### src/rtl/hist_ram_scheduler_if.sv
// Bus bundle for the histogram RAM scheduler: pixel stream, sweep stream,
// control/status and the simple dual-port BRAM port.
interface hist_ram_scheduler_if #(
  parameter int unsigned CW = 21
);
  logic          clear_req;
  logic          accum_en;
  logic          pix_valid;
  logic [7:0]    pix_data;
  logic          pix_ready;
  logic          sweep_req;
  logic          sweep_valid;
  logic [7:0]    sweep_bin;
  logic [CW-1:0] sweep_count;
  logic          sweep_last;
  logic          clear_done;
  logic          busy;
  logic          overflow;
  logic [7:0]    ram_rd_addr;
  logic [CW-1:0] ram_rd_data;
  logic          ram_we;
  logic [7:0]    ram_wr_addr;
  logic [CW-1:0] ram_wr_data;

  modport slave (
    input  clear_req, accum_en, pix_valid, pix_data, sweep_req, ram_rd_data,
    output pix_ready, sweep_valid, sweep_bin, sweep_count, sweep_last,
           clear_done, busy, overflow, ram_rd_addr, ram_we, ram_wr_addr, ram_wr_data
  );

  modport master (
    output clear_req, accum_en, pix_valid, pix_data, sweep_req, ram_rd_data,
    input  pix_ready, sweep_valid, sweep_bin, sweep_count, sweep_last,
           clear_done, busy, overflow, ram_rd_addr, ram_we, ram_wr_addr, ram_wr_data
  );
endinterface

### src/rtl/hist_ram_scheduler.sv
// Shares the 256-bin histogram BRAM between clear, pixel accumulation (RMW with
// one-deep forwarding) and the sequential CDF sweep reader.
module hist_ram_scheduler #(
  parameter int unsigned CW = 21
) (
  input logic                 clk,
  input logic                 reset,
  hist_ram_scheduler_if.slave bus
);

  localparam int unsigned BW = 8;
  localparam logic [BW-1:0] LAST_BIN = {BW{1'b1}};
  localparam logic [CW-1:0] CNT_MAX  = {CW{1'b1}};

  localparam logic [1:0] S_IDLE  = 2'd0;
  localparam logic [1:0] S_CLEAR = 2'd1;
  localparam logic [1:0] S_ACCUM = 2'd2;
  localparam logic [1:0] S_SWEEP = 2'd3;

  logic [1:0]    state_q,       state_d;
  logic [BW-1:0] clr_cnt_q,     clr_cnt_d;
  logic [BW-1:0] rd_cnt_q,      rd_cnt_d;
  logic          rd_done_q,     rd_done_d;
  logic          s1_valid_q,    s1_valid_d;
  logic [BW-1:0] s1_addr_q,     s1_addr_d;
  logic          fwd_valid_q,   fwd_valid_d;
  logic [BW-1:0] fwd_addr_q,    fwd_addr_d;
  logic [CW-1:0] fwd_data_q,    fwd_data_d;
  logic          overflow_q,    overflow_d;
  logic          clear_done_q,  clear_done_d;
  logic          sweep_valid_q, sweep_valid_d;
  logic [BW-1:0] sweep_bin_q,   sweep_bin_d;
  logic          sweep_last_q,  sweep_last_d;

  logic          pix_ready_c;
  logic          accept_c;
  logic [CW-1:0] base_c;
  logic          sat_c;
  logic [CW-1:0] inc_c;
  logic [BW-1:0] rd_addr_c;
  logic          we_c;
  logic [BW-1:0] wr_addr_c;
  logic [CW-1:0] wr_data_c;

  // Forwarding covers the read-first BRAM returning stale data for back-to-back hits.
  always_comb begin
    base_c = (fwd_valid_q && (fwd_addr_q == s1_addr_q)) ? fwd_data_q : bus.ram_rd_data;
    sat_c  = (base_c == CNT_MAX);
    inc_c  = sat_c ? base_c : CW'(base_c + CW'(1));
  end

  always_comb begin
    state_d       = state_q;
    clr_cnt_d     = clr_cnt_q;
    rd_cnt_d      = rd_cnt_q;
    rd_done_d     = rd_done_q;
    s1_valid_d    = 1'b0;
    s1_addr_d     = s1_addr_q;
    fwd_valid_d   = fwd_valid_q;
    fwd_addr_d    = fwd_addr_q;
    fwd_data_d    = fwd_data_q;
    overflow_d    = overflow_q;
    clear_done_d  = 1'b0;
    sweep_valid_d = 1'b0;
    sweep_bin_d   = sweep_bin_q;
    sweep_last_d  = 1'b0;
    rd_addr_c     = '0;
    we_c          = 1'b0;
    wr_addr_c     = '0;
    wr_data_c     = '0;
    pix_ready_c   = (state_q == S_ACCUM) && bus.accum_en;
    accept_c      = pix_ready_c && bus.pix_valid;

    case (state_q)
      S_IDLE: begin
        if (bus.clear_req) begin
          state_d    = S_CLEAR;
          clr_cnt_d  = '0;
          overflow_d = 1'b0;
        end else if (bus.sweep_req) begin
          state_d   = S_SWEEP;
          rd_cnt_d  = '0;
          rd_done_d = 1'b0;
        end else if (bus.accum_en) begin
          state_d = S_ACCUM;
        end
      end
      S_CLEAR: begin
        we_c      = 1'b1;
        wr_addr_c = clr_cnt_q;
        if (clr_cnt_q == LAST_BIN) begin
          state_d      = S_IDLE;
          clear_done_d = 1'b1;
        end else begin
          clr_cnt_d = BW'(clr_cnt_q + BW'(1));
        end
      end
      S_ACCUM: begin
        if (accept_c) begin
          rd_addr_c  = bus.pix_data;
          s1_valid_d = 1'b1;
          s1_addr_d  = bus.pix_data;
        end
        if (!bus.accum_en) begin
          state_d = S_IDLE;
        end
      end
      S_SWEEP: begin
        // Hold SWEEP until the bin-255 word has been presented.
        if (sweep_last_q) begin
          state_d = S_IDLE;
        end else if (!rd_done_q) begin
          rd_addr_c     = rd_cnt_q;
          sweep_valid_d = 1'b1;
          sweep_bin_d   = rd_cnt_q;
          sweep_last_d  = (rd_cnt_q == LAST_BIN);
          if (rd_cnt_q == LAST_BIN) begin
            rd_done_d = 1'b1;
          end else begin
            rd_cnt_d = BW'(rd_cnt_q + BW'(1));
          end
        end
      end
      default: state_d = S_IDLE;
    endcase

    if (s1_valid_q) begin
      we_c        = 1'b1;
      wr_addr_c   = s1_addr_q;
      wr_data_c   = inc_c;
      fwd_valid_d = 1'b1;
      fwd_addr_d  = s1_addr_q;
      fwd_data_d  = inc_c;
      if (sat_c) begin
        overflow_d = 1'b1;
      end
    end

    if (state_d != S_ACCUM) begin
      fwd_valid_d = 1'b0;
    end
  end

  always_ff @(posedge clk) begin
    if (reset) begin
      state_q       <= S_IDLE;
      clr_cnt_q     <= '0;
      rd_cnt_q      <= '0;
      rd_done_q     <= 1'b0;
      s1_valid_q    <= 1'b0;
      s1_addr_q     <= '0;
      fwd_valid_q   <= 1'b0;
      fwd_addr_q    <= '0;
      fwd_data_q    <= '0;
      overflow_q    <= 1'b0;
      clear_done_q  <= 1'b0;
      sweep_valid_q <= 1'b0;
      sweep_bin_q   <= '0;
      sweep_last_q  <= 1'b0;
    end else begin
      state_q       <= state_d;
      clr_cnt_q     <= clr_cnt_d;
      rd_cnt_q      <= rd_cnt_d;
      rd_done_q     <= rd_done_d;
      s1_valid_q    <= s1_valid_d;
      s1_addr_q     <= s1_addr_d;
      fwd_valid_q   <= fwd_valid_d;
      fwd_addr_q    <= fwd_addr_d;
      fwd_data_q    <= fwd_data_d;
      overflow_q    <= overflow_d;
      clear_done_q  <= clear_done_d;
      sweep_valid_q <= sweep_valid_d;
      sweep_bin_q   <= sweep_bin_d;
      sweep_last_q  <= sweep_last_d;
    end
  end

  assign bus.pix_ready   = pix_ready_c;
  assign bus.ram_rd_addr = rd_addr_c;
  assign bus.ram_we      = we_c;
  assign bus.ram_wr_addr = wr_addr_c;
  assign bus.ram_wr_data = wr_data_c;
  assign bus.sweep_valid = sweep_valid_q;
  assign bus.sweep_bin   = sweep_bin_q;
  assign bus.sweep_count = sweep_valid_q ? bus.ram_rd_data : '0;
  assign bus.sweep_last  = sweep_last_q;
  assign bus.clear_done  = clear_done_q;
  assign bus.overflow    = overflow_q;
  assign bus.busy        = (state_q != S_IDLE) || s1_valid_q || sweep_valid_q;

endmodule

### src/flat_wrapper.sv
// flat-port wrapper written by rule: the top's interface ports become plain ports
module hist_ram_scheduler_flat 
#(
  parameter int unsigned CW = 21
)
  (clk, reset, bus_clear_req, bus_accum_en, bus_pix_valid, bus_pix_data, bus_sweep_req, bus_ram_rd_data, bus_pix_ready, bus_sweep_valid, bus_sweep_bin, bus_sweep_count, bus_sweep_last, bus_clear_done, bus_busy, bus_overflow, bus_ram_rd_addr, bus_ram_we, bus_ram_wr_addr, bus_ram_wr_data);
  hist_ram_scheduler_if #(.CW(CW)) bus_i ();
  input logic clk;
  input logic reset;
  input wire logic [$bits(bus_i.clear_req)-1:0] bus_clear_req;
  input wire logic [$bits(bus_i.accum_en)-1:0] bus_accum_en;
  input wire logic [$bits(bus_i.pix_valid)-1:0] bus_pix_valid;
  input wire logic [$bits(bus_i.pix_data)-1:0] bus_pix_data;
  input wire logic [$bits(bus_i.sweep_req)-1:0] bus_sweep_req;
  input wire logic [$bits(bus_i.ram_rd_data)-1:0] bus_ram_rd_data;
  output wire logic [$bits(bus_i.pix_ready)-1:0] bus_pix_ready;
  output wire logic [$bits(bus_i.sweep_valid)-1:0] bus_sweep_valid;
  output wire logic [$bits(bus_i.sweep_bin)-1:0] bus_sweep_bin;
  output wire logic [$bits(bus_i.sweep_count)-1:0] bus_sweep_count;
  output wire logic [$bits(bus_i.sweep_last)-1:0] bus_sweep_last;
  output wire logic [$bits(bus_i.clear_done)-1:0] bus_clear_done;
  output wire logic [$bits(bus_i.busy)-1:0] bus_busy;
  output wire logic [$bits(bus_i.overflow)-1:0] bus_overflow;
  output wire logic [$bits(bus_i.ram_rd_addr)-1:0] bus_ram_rd_addr;
  output wire logic [$bits(bus_i.ram_we)-1:0] bus_ram_we;
  output wire logic [$bits(bus_i.ram_wr_addr)-1:0] bus_ram_wr_addr;
  output wire logic [$bits(bus_i.ram_wr_data)-1:0] bus_ram_wr_data;
  assign bus_i.clear_req = bus_clear_req;
  assign bus_i.accum_en = bus_accum_en;
  assign bus_i.pix_valid = bus_pix_valid;
  assign bus_i.pix_data = bus_pix_data;
  assign bus_i.sweep_req = bus_sweep_req;
  assign bus_i.ram_rd_data = bus_ram_rd_data;
  assign bus_pix_ready = bus_i.pix_ready;
  assign bus_sweep_valid = bus_i.sweep_valid;
  assign bus_sweep_bin = bus_i.sweep_bin;
  assign bus_sweep_count = bus_i.sweep_count;
  assign bus_sweep_last = bus_i.sweep_last;
  assign bus_clear_done = bus_i.clear_done;
  assign bus_busy = bus_i.busy;
  assign bus_overflow = bus_i.overflow;
  assign bus_ram_rd_addr = bus_i.ram_rd_addr;
  assign bus_ram_we = bus_i.ram_we;
  assign bus_ram_wr_addr = bus_i.ram_wr_addr;
  assign bus_ram_wr_data = bus_i.ram_wr_data;
  hist_ram_scheduler #(.CW(CW)) u_core (.clk(clk), .reset(reset), .bus(bus_i));
endmodule
### config.mk
export PLATFORM = sky130hd
export DESIGN_NAME = hist_ram_scheduler_flat
export DESIGN_NICKNAME = d
export VERILOG_FILES = /design/src/rtl/hist_ram_scheduler_if.sv /design/src/rtl/hist_ram_scheduler.sv /design/src/flat_wrapper.sv
export SDC_FILE = /design/constraint.sdc
export NUM_CORES = 1
export LEC_CHECK = 0
export CAP_MARGIN = 25
export CORE_MARGIN = 2
export CORE_UTILIZATION = 45
export DETAILED_ROUTE_END_ITERATION = 6
export GPL_ROUTABILITY_DRIVEN = 0
export PLACE_DENSITY_LB_ADDON = 0.08
export SLEW_MARGIN = 40
export SYNTH_ARGS = -nofsm -noshare
export SYNTH_HDL_FRONTEND = slang
export SYNTH_SLANG_ARGS = --single-unit
### constraint.sdc
create_clock -name clk -period 3.8 [get_ports clk]
set_input_delay 0.76 -clock clk [delete_from_list [all_inputs] [get_ports clk]]
set_output_delay 0.76 -clock clk [all_outputs]
set_load 0.05 [all_outputs]
== After elaboration in Yosys (flattened, before gate mapping) ==
Cells that the tools add are included.
Word-level totals
  output and inout bits: 73
  register bits: 70
  input port bits: 35
  logic and storage cells: 97
Operators by class
  bitwise operators: 5
  reductions and logical operators: 19
  eq/ne operators: 15
  $add $sub $neg: 3
  multiplexer cells: 41
Operators by type and width (count)
  8-bit two-way mux: 12
  21-bit two-way mux: 4
  8-bit one-hot mux with 2 select lines: 3
  21-bit by 1-bit adder with 21-bit output, second input constant: 1
  21-bit equality test, second input constant: 1
  8-bit by 1-bit adder with 8-bit output, second input constant: 2
  8-bit equality test, second input constant: 2
  2-bit != test, second input constant: 8
  1-bit two-way mux: 14
  2-bit two-way mux: 6
  8-bit equality test: 1
  2-bit one-hot mux with 4 select lines: 1
  3-bit AND reduction: 2
  6-bit AND reduction: 1
  2-bit nonzero test: 3
  2-bit OR reduction: 3
  1-bit NOT: 5
  2-bit equality test, second input constant: 2
  4-bit AND reduction: 1
  4-bit OR reduction: 1
  1-bit logical AND: 3
  3-bit OR reduction: 1
  2-bit by 1-bit equality test with 1-bit output, second input constant: 1
  2-bit logical NOT: 1
  other kinds (3): 4

== Longest topological paths before layout ==
Gate-level depths: netlist (run 1).
  word-level depth: 6
  gate-level depth with buffers: 14
  depth with buffers taken out: 12

== Worst setup path after synthesis (run 1) ==
OpenSTA, ideal clock, no wires.
  path kind: reg-to-output
  from: register u_core.s1_addr_q[2]
  to: output port bus_ram_wr_data[11]
  arrival time: 3.870 ns
  path slack: -0.830 ns
  required time: 3.040 ns
  stages on the path, launching flop included: 15
  path buffers: 2
  cells stage by stage: dfxtp_1 -> xnor2_1 -> nand4_1 -> or3_1 -> clkbuf_1 -> mux2_2 -> ha_1 -> nand4_1 -> nor4_4 -> a211oi_1 -> mux2_2 -> buf_6 -> o21ai_1 -> and3_1 -> a211oi_1
On the way
  word-level cells in the longest chain between the ends: 6
  elaborated cells between the ends (all ways): 7
  those cells by class: add/sub (1); eq/ne (2); mux (3); reduce/logical (1)
Ends and longest elaborated chain
  start, declared: RTL line hist_ram_scheduler.sv:25  | logic [BW-1:0] s1_addr_q, s1_addr_d;
  start signal, assigned: RTL line hist_ram_scheduler.sv:166  | s1_addr_q <= s1_addr_d;
  8-bit equality test *: RTL line hist_ram_scheduler.sv:47  | base_c = (fwd_valid_q && (fwd_addr_q == s1_addr_q)) ? fwd_data_q : bus.ram_rd_data;
  1-bit logical AND *: RTL line hist_ram_scheduler.sv:47
  21-bit two-way mux *: RTL line hist_ram_scheduler.sv:47
  21-bit by 1-bit adder with 21-bit output or 21-bit equality test (tied branches): RTL line hist_ram_scheduler.sv:49, hist_ram_scheduler.sv:48
  21-bit two-way mux *: RTL line hist_ram_scheduler.sv:49  | inc_c = sat_c ? base_c : CW'(base_c + CW'(1));
  21-bit two-way mux *: RTL line hist_ram_scheduler.sv:127  | if (s1_valid_q) begin
  end, declared: RTL line flat_wrapper.sv:27  | output wire logic [$bits(bus_i.ram_wr_data)-1:0] bus_ram_wr_data;
Mark *: on every way between the ends. The rest lies on a longest branch, timed or not.

== Final worst setup path (run 1) ==
  from: register u_core.fwd_addr_q[7]
  to: output port bus_ram_wr_data[13]
On the way
  word-level cells in the longest chain between the ends: 6
  elaborated cells between the ends (all ways): 7
  those cells by class: add/sub (1); eq/ne (2); mux (3); reduce/logical (1)
Ends and longest elaborated chain
  start, declared: RTL line hist_ram_scheduler.sv:27  | logic [BW-1:0] fwd_addr_q, fwd_addr_d;
  start signal, assigned: RTL line hist_ram_scheduler.sv:168  | fwd_addr_q <= fwd_addr_d;
  8-bit equality test *: RTL line hist_ram_scheduler.sv:47
  1-bit logical AND *: RTL line hist_ram_scheduler.sv:47
  21-bit two-way mux *: RTL line hist_ram_scheduler.sv:47
  21-bit by 1-bit adder with 21-bit output or 21-bit equality test (tied branches): RTL line hist_ram_scheduler.sv:49, hist_ram_scheduler.sv:48
  21-bit two-way mux *: RTL line hist_ram_scheduler.sv:49
  21-bit two-way mux *: RTL line hist_ram_scheduler.sv:127
Marks and branches as above.

==> summary.txt, run 1 <==
Pwr
  – Leakage Power: 2.799 nW
  – Worst vdd rail ir drop: 230.5 uV
  – Overall power: 1.710 mW
  – Power per cell area: 237.2 nW/um2

Synthesis
  – Number of synthesized flops with an enable pin: 0
  – Post-Synth Simple-Gate Area: 31.99%
  – Area leader, netlist: dfxtp_1
  – Syn Inst Count: 607
  – Sequential element share of the synthesized area: 29.98%
  – Flops & latches, synth: 70
  – Post-Syn Nets: 645
  – YS warnings: 0
  – Compound-Gate Fraction of Synth Area: 17.51%
  – Synth cell types: 69
  – Synth Flop Type: dfxtp_1
  – Mapped Area: 4674 um2
  – Syn Area/Cell: 7.701 um2
  – Synth top area share: 29.98%
  – Post-synthesis mux area share: 8.753%
  – Post-synthesis xor/xnor area fraction: 6.745%
  – Asr flop ratio synth: 0%
  – Largest family of logic cells by synthesized area: simple AND/OR/NAND/NOR gates
  – Top area cells in the synthesized netlist: dfxtp_1, nand2_1, mux2i_1
  – Adder-cell area share of the yosys netlist: 0.8030%

Detailed routing
  – Final WL: 15340 um
  – Wire per inst: 16.71 um
  – Drc violations: 0
  – Initial DRC count: 367
  – Drt pass-1 iters: 5
  – ANT nets after route: 0
  – Via density: 5.698
  – Via count: 5231

Global route
  – Global Route Usage Sum: 27.21%
  – Largest net degree at the start of global routing: 36
  – Vias in the first global route: 5111
  – First-pass GRT wire length: 24520 um
  – Initial antenna violation count: 0
  – Remaining global-route overflow: 0

Critical path
  – CP arrival: 3.36 ns
  – Worst flop-to-flop path endpoint: u_core.fwd_data_q[17]
  – Worst setup SP type: register
  – Reg2reg start: u_core.fwd_addr_q[7]
  – Maximum fanout along the worst path: 6
  – Reg-to-reg setup timing slack: 0.31 ns
  – Reg2reg path depth: 16
  – Worst EP required: 3.04 ns
  – Critical path capture point type: output port
  – Critical path class: register to output port

Timing
  – TNS Setup: -4.918 ns
  – Final Max Slew Viols: 0
  – RSZ-0062 raised after global routing: true
  – Slack of the critical path: -0.3187 ns
  – Worst Clk Skew: 0.01716 ns
  – Period minus WS final: 4.119 ns
  – Hold WS: 0.4559 ns
  – Final setup violation count: 21
  – Worst-Margin Slew: 0.8416 ns
  – Final Hold Fails: 0
  – Slew HR: 43.89%
  – Maximum operating frequency: 242.8 MHz
  – Post-route clock period utilization: 108.4%

CTS
  – CTS max path bufs: 2
  – CTS tree: built
  – Clock slew at reported path FFs: 0.08 ns
  – Total CTS buffers: 9
  – Root buffer cell: clkbuf_8
  – H-tree depth: 3
  – Post-CTS Hold Buffers: 0
  – Skew-Pair Late Insertion Delay: 0.36 ns
  – CTS sink count: 70

Hold path
  – Worst Hold Class: register to register
  – Worst hold start: u_core.bus.sweep_bin[0]
  – Min-Delay Endpoint: u_core.bus.sweep_bin[0]
  – Hold Path Cell Cnt: 2

Finish
  – Diodes inserted: 0
  – # nets final: 815
  – Final std cells w/o fill: 918
  – Share of layout cells above drive strength 1: 29.16%
  – Layout area overhead: 54.20%
  – Cell area after layout: 7208 um2

Floorplan
  – Core area: 10180 um2
  – Die ar.: 11220 um2
  – IO Pins: 108
  – Rows: 37
  – Die height: 105.9 um
  – Chip Width: 105.9 um
  – Initial Util: 45.90%

Outcome
  – Failing checks: negative setup slack
  – Status: complete, but fails checks

Place
  – Area post-placement: 6575 um2
  – Dpl hpwl: 11000 um
  – PortBufs: 107
  – Placed cell count: 879

Flow run
  – Max-cap violation count: 0
repair_timing:
item | 4_1_cts | 5_1_grt
pin swaps | 13 | 14
gates resized for setup | 28 | 23
setup buffers | 14 | 10
setup endpoints to repair | 21 | 21
routing by layer:
metal	vias up	GRT usage, %	wire length, um
met4	0	9.492	397
li1	2500	-	-
met1	2430	31.39	5937
met2	262	50.14	7888
met5	-	0	0
met3	39	5.089	1114
power by group:
part / switching (mW) / internal (mW)
logic: 0.176 / 0.138
registers: 0.0163 / 0.743
clock network: 0.313 / 0.325
worst max-delay path by stage:
stage / start / end / slack [ns] / cells after the start
3_5_place_dp: bus_ram_rd_data[1] / bus_ram_wr_data[13] / -0.16 / 11
4_1_cts: u_core.fwd_addr_q[7] / bus_ram_wr_data[13] / -0.40 / 13
3_3_place_gp: bus_ram_rd_data[1] / bus_ram_wr_data[14] / -0.06 / 11
6_report: u_core.fwd_addr_q[7] / bus_ram_wr_data[13] / -0.32 / 13
2_1_floorplan: u_core.fwd_addr_q[3] / bus_ram_wr_data[13] / -0.07 / 14
5_1_grt: u_core.fwd_addr_q[7] / bus_ram_wr_data[13] / -0.52 / 13
metrics by stage:
| step | util, % | setup slack, ns |
|---|---|---|
| floorplan | - | -0.07376 |
| global placement | 64.56 | -0.05558 |
| detailed placement | 64.56 | -0.1578 |
| CTS | 68.89 | -0.4038 |
| global route | 70.77 | -0.5169 |
| finish | 70.77 | -0.3187 |
critical path, stage by stage (launching register included):
cell     delay (ns)
dfxtp_2        0.34
xnor2_2        0.19
nand4_1        0.15
or3_4          0.38
mux2_4         0.24
ha_4           0.15
nand4_1        0.14
nor4_4         0.28
a21oi_2        0.12
mux2_4         0.33
and4_1         0.21
o21ai_2        0.17
o31ai_4        0.11
buf_12         0.18
sequential cells by signal, indices dropped and copies added, names as in the netlist:
signal and flops:
u_core.bus.sweep_bin 8, u_core.state_q 2, u_core.bus.sweep_last 1, u_core.bus.clear_done 1, u_core.fwd_addr_q 8, u_core.rd_done_q 1
u_core.fwd_data_q 21, u_core.bus.overflow 1, u_core.fwd_valid_q 1, u_core.clr_cnt_q 8, u_core.s1_valid_q 1, u_core.s1_addr_q 8
u_core.rd_cnt_q 8, u_core.bus.sweep_valid 1
Yosys cell counts, drive strengths merged, types with 3 or more instances:
cell type and number:
a31oi 4, nand4 17, dfxtp 70, mux2 10
nor2b 3, a22o 8, o211a 3, or3 8
nor2 64, ha 3, o32ai 3, mux2i 28
and3 11, xnor2 25, o31ai 3, clkbuf 23
nor3 22, and4 3, buf 8, o211ai 3
inv 12, nor4 4, nand2 90, and2 33
o21a 5, a211oi 6, xor2 11, o21ai 21
nand3 30, nor3b 4, a21oi 46
cell families after synthesis:
family                   after synthesis
AO/OA/AOI/OAI                        121
AND/OR/NAND/NOR                      295
multiplexers                          38
flip-flops                            70
buffers and inverters                 44
adder cells (fa/ha/maj)                3
XOR/XNOR                              36
cell usage in the layout, fill, tap and decap left out, drive strengths merged, types with 22 or more instances in the layout:
cell type and count:
nor3 22, dfxtp 70, clkdlybuf4s50 77, a21oi 46, nor2 64, and2 33
mux2i 28, xnor2 25, nand2 90, nand3 30, buf 112
area by class of cell:
cell class	count	area [um2]
Inverter	13	48.80
Sequential cell	70	1419
Clock buffer	10	137.6
Fill cell	807	2977
Multi-Input combinational cell	493	3447
Timing Repair Buffer	190	1918
Clock inverter	6	67.56
Tap cell	136	170.2
Power figures use the tool's default switching activity.
==> run 2, diff against run 1 <==
Settings changed: CAP_MARGIN 25 to 10.
Clock period 3.8 ns to 3.54 ns, I/O delays scaled along.
==> run 2 against run 1 <==
Against the previous run:
- the flow still finishes with violations (negative setup slack)
- via count is 2.4% higher
- worst hold slack better by 0.0034 ns
- sequential power is 7.1% higher
- cell count is 2.5% higher
- die area stayed put
- critical endpoint is now bus_ram_wr_data[15]
- largest power group unchanged
- highest routed layer unchanged
==> summary.txt, run 2 (synthesis results as in run 1) <==
Timing
  – Final Max Slew Viols: 0
  – Final Hold Fails: 0
  – Worst Clk Skew: 0.009993 ns
  – Worst-Margin Slew: 0.8277 ns
  – Slack of the critical path: -0.6147 ns
  – Maximum operating frequency: 240.7 MHz
  – Slew HR: 44.82%
  – RSZ-0062 raised after global routing: true
  – Post-route clock period utilization: 117.4%
  – Final setup violation count: 21
  – Period minus WS final: 4.155 ns

Critical path
  – Worst EP required: 2.83 ns
  – Critical path class: register to output port
  – CP arrival: 3.45 ns
  – Critical path capture point type: output port
  – Maximum fanout along the worst path: 8
  – Worst path cell trace: xnor2_2, nand3_2, or3_4, mux2_4, ha_4, nand4_1, nor4_4, a211oi_2, mux2i_1, buf_4, nor3_4, xor2_2, nor2_4, buf_12
  – CP max stage delay: 0.42 ns
  – Worst path slowest cell: or3_4
  – Worst setup SP type: register
  – Reg2reg path depth: 18

Finish
  – FF+latch area: 1419 um2
  – Max FFs per register: 21
  – Cell area after layout: 7496 um2
  – Commonest non-fill, non-tap cells in the layout: buf_4, nand2_1, clkdlybuf4s50_1, dfxtp_1, nor2_1
  – # nets final: 838
  – Diodes inserted: 0
  – Fin util: 73.60%
  – FILL cells: 781
  – Most common cell after layout, fill and taps aside: buf_4
  – Multi-input gate area: 3585 um2
  – Share of layout cells above drive strength 1: 32.30%
  – Final std cells w/o fill: 941
  – Biggest register: u_core.fwd_data_q
  – Layout area overhead: 60.36%

Pwr
  – Overall power: 1.822 mW
  – Sw Pwr: 0.5440 mW
  – Logic pwr share: 19.5%
  – Leakage Power: 2.921 nW
  – Seq pwr share: 44.7%
  – Power per cell area: 243.0 nW/um2
  – Internal power: 1.278 mW
  – Clk pwr share: 35.8%
  – Switch share: 29.86%
  – Worst vdd rail ir drop: 246.8 uV

Detailed routing
  – Via density: 5.693
  – Via count: 5357
  – Initial DRC count: 320
  – Final WL: 16060 um
  – Drt pass-1 iters: 5
  – ANT nets after route: 0
  – Drc violations: 0
  – Wire per inst: 17.07 um

Hold path
  – Worst Hold Class: register to register
  – Hold Path Cell Cnt: 2

CTS
  – CTS max path bufs: 2
  – Total CTS buffers: 9
  – CTS tree: built
  – Clock slew at reported path FFs: 0.08 ns
  – Skew-Pair Late Insertion Delay: 0.36 ns
  – CTS sink count: 70
  – Root buffer cell: clkbuf_8
  – H-tree depth: 3
  – Post-CTS Hold Buffers: 0

Place
  – Area post-placement: 6708 um2
  – Dpl hpwl: 10940 um
  – Dpl ws: -0.3022 ns
  – Placed cell count: 891
  – PortBufs: 107

Global route
  – Initial antenna violation count: 0
  – Vias in the first global route: 5199
  – Global Route Usage Sum: 27.87%
  – Remaining global-route overflow: 0
  – First-pass GRT wire length: 25070 um
  – Largest net degree at the start of global routing: 41

Floorplan
  – Initial Util: 45.90%
  – Chip Width: 105.9 um
  – IO Pins: 108
  – Die ar.: 11220 um2
  – Core area: 10180 um2
  – Rows: 37
  – Die height: 105.9 um

Outcome
  – Status: complete, but fails checks
  – Failing checks: negative setup slack

Flow run
  – Max-cap violation count: 0
run 2: worst paths after layout:
check	from	to	slack [ns]
max	u_core.fwd_addr_q[3]	bus_ram_wr_data[15]	-0.61
min reg2reg	u_core.bus.sweep_bin[5]	u_core.bus.sweep_bin[5]	0.46
min	u_core.bus.sweep_bin[5]	u_core.bus.sweep_bin[5]	0.46
max reg2reg	u_core.fwd_addr_q[3]	u_core.fwd_data_q[3]	0.04
run 2: cell type report:
cell class	instances	area share [%]
clock inverter	6	0.8346
timing repair buffer	212	27.79
sequential	70	18.93
tap	136	2.270
clock buffer	10	1.703
inverter	13	0.6510
multi-input combinational	494	47.82
run 2: power by group through the flow:
stage | combinational, mW | clock [mW] | sequential [mW]
final | 0.356 | 0.653 | 0.813
after global routing | 0.378 | 0.694 | 0.815
after CTS | 0.341 | 0.661 | 0.812
after detailed placement | 0.324 | 0 | 0.831
after global placement | 0.320 | 0 | 0.830
after floorplan | 0.176 | 0 | 0.826
run 2: what timing repair did:
item / CTS / global route
pin swaps: 23 / 12
endpoints found under the hold margin: 0 / 0
setup endpoints to repair: 21 / 23
gates cloned: 1 / 0
resized for setup: 41 / 26
setup buffers: 27 / 11
run 2: worst max-delay path, delay by kind of cell (launching register included):
family          cells  cell delay, ns
compound gates      1            0.29
fa+ha+maj           1            0.18
mux                 2            0.45
buf+inv             2            0.37
simple gates        6            1.03
xor+xnor            2            0.42
flops               1            0.34
run 2: stage by stage:
step,hold WS (ns),setup TNS (ns)
2_1_floorplan,0.4621,-0.6499
3_3_place_gp,0.4501,-2.419
3_5_place_dp,0.4483,-3.356
4_1_cts,0.4593,-9.089
5_1_grt,0.4835,-12.08
6_report,0.4593,-10.40
run 2: metal layers:
metal / up-vias / global-route usage [%] / share of wire, %
met2: 236 / 49.45 / 51
met3: 55 / 3.188 / 6.3
met4: 0 / 14.85 / 3.8
li1: 2540 / - / -
met1: 2526 / 32.89 / 39
met5: - / 0 / 0
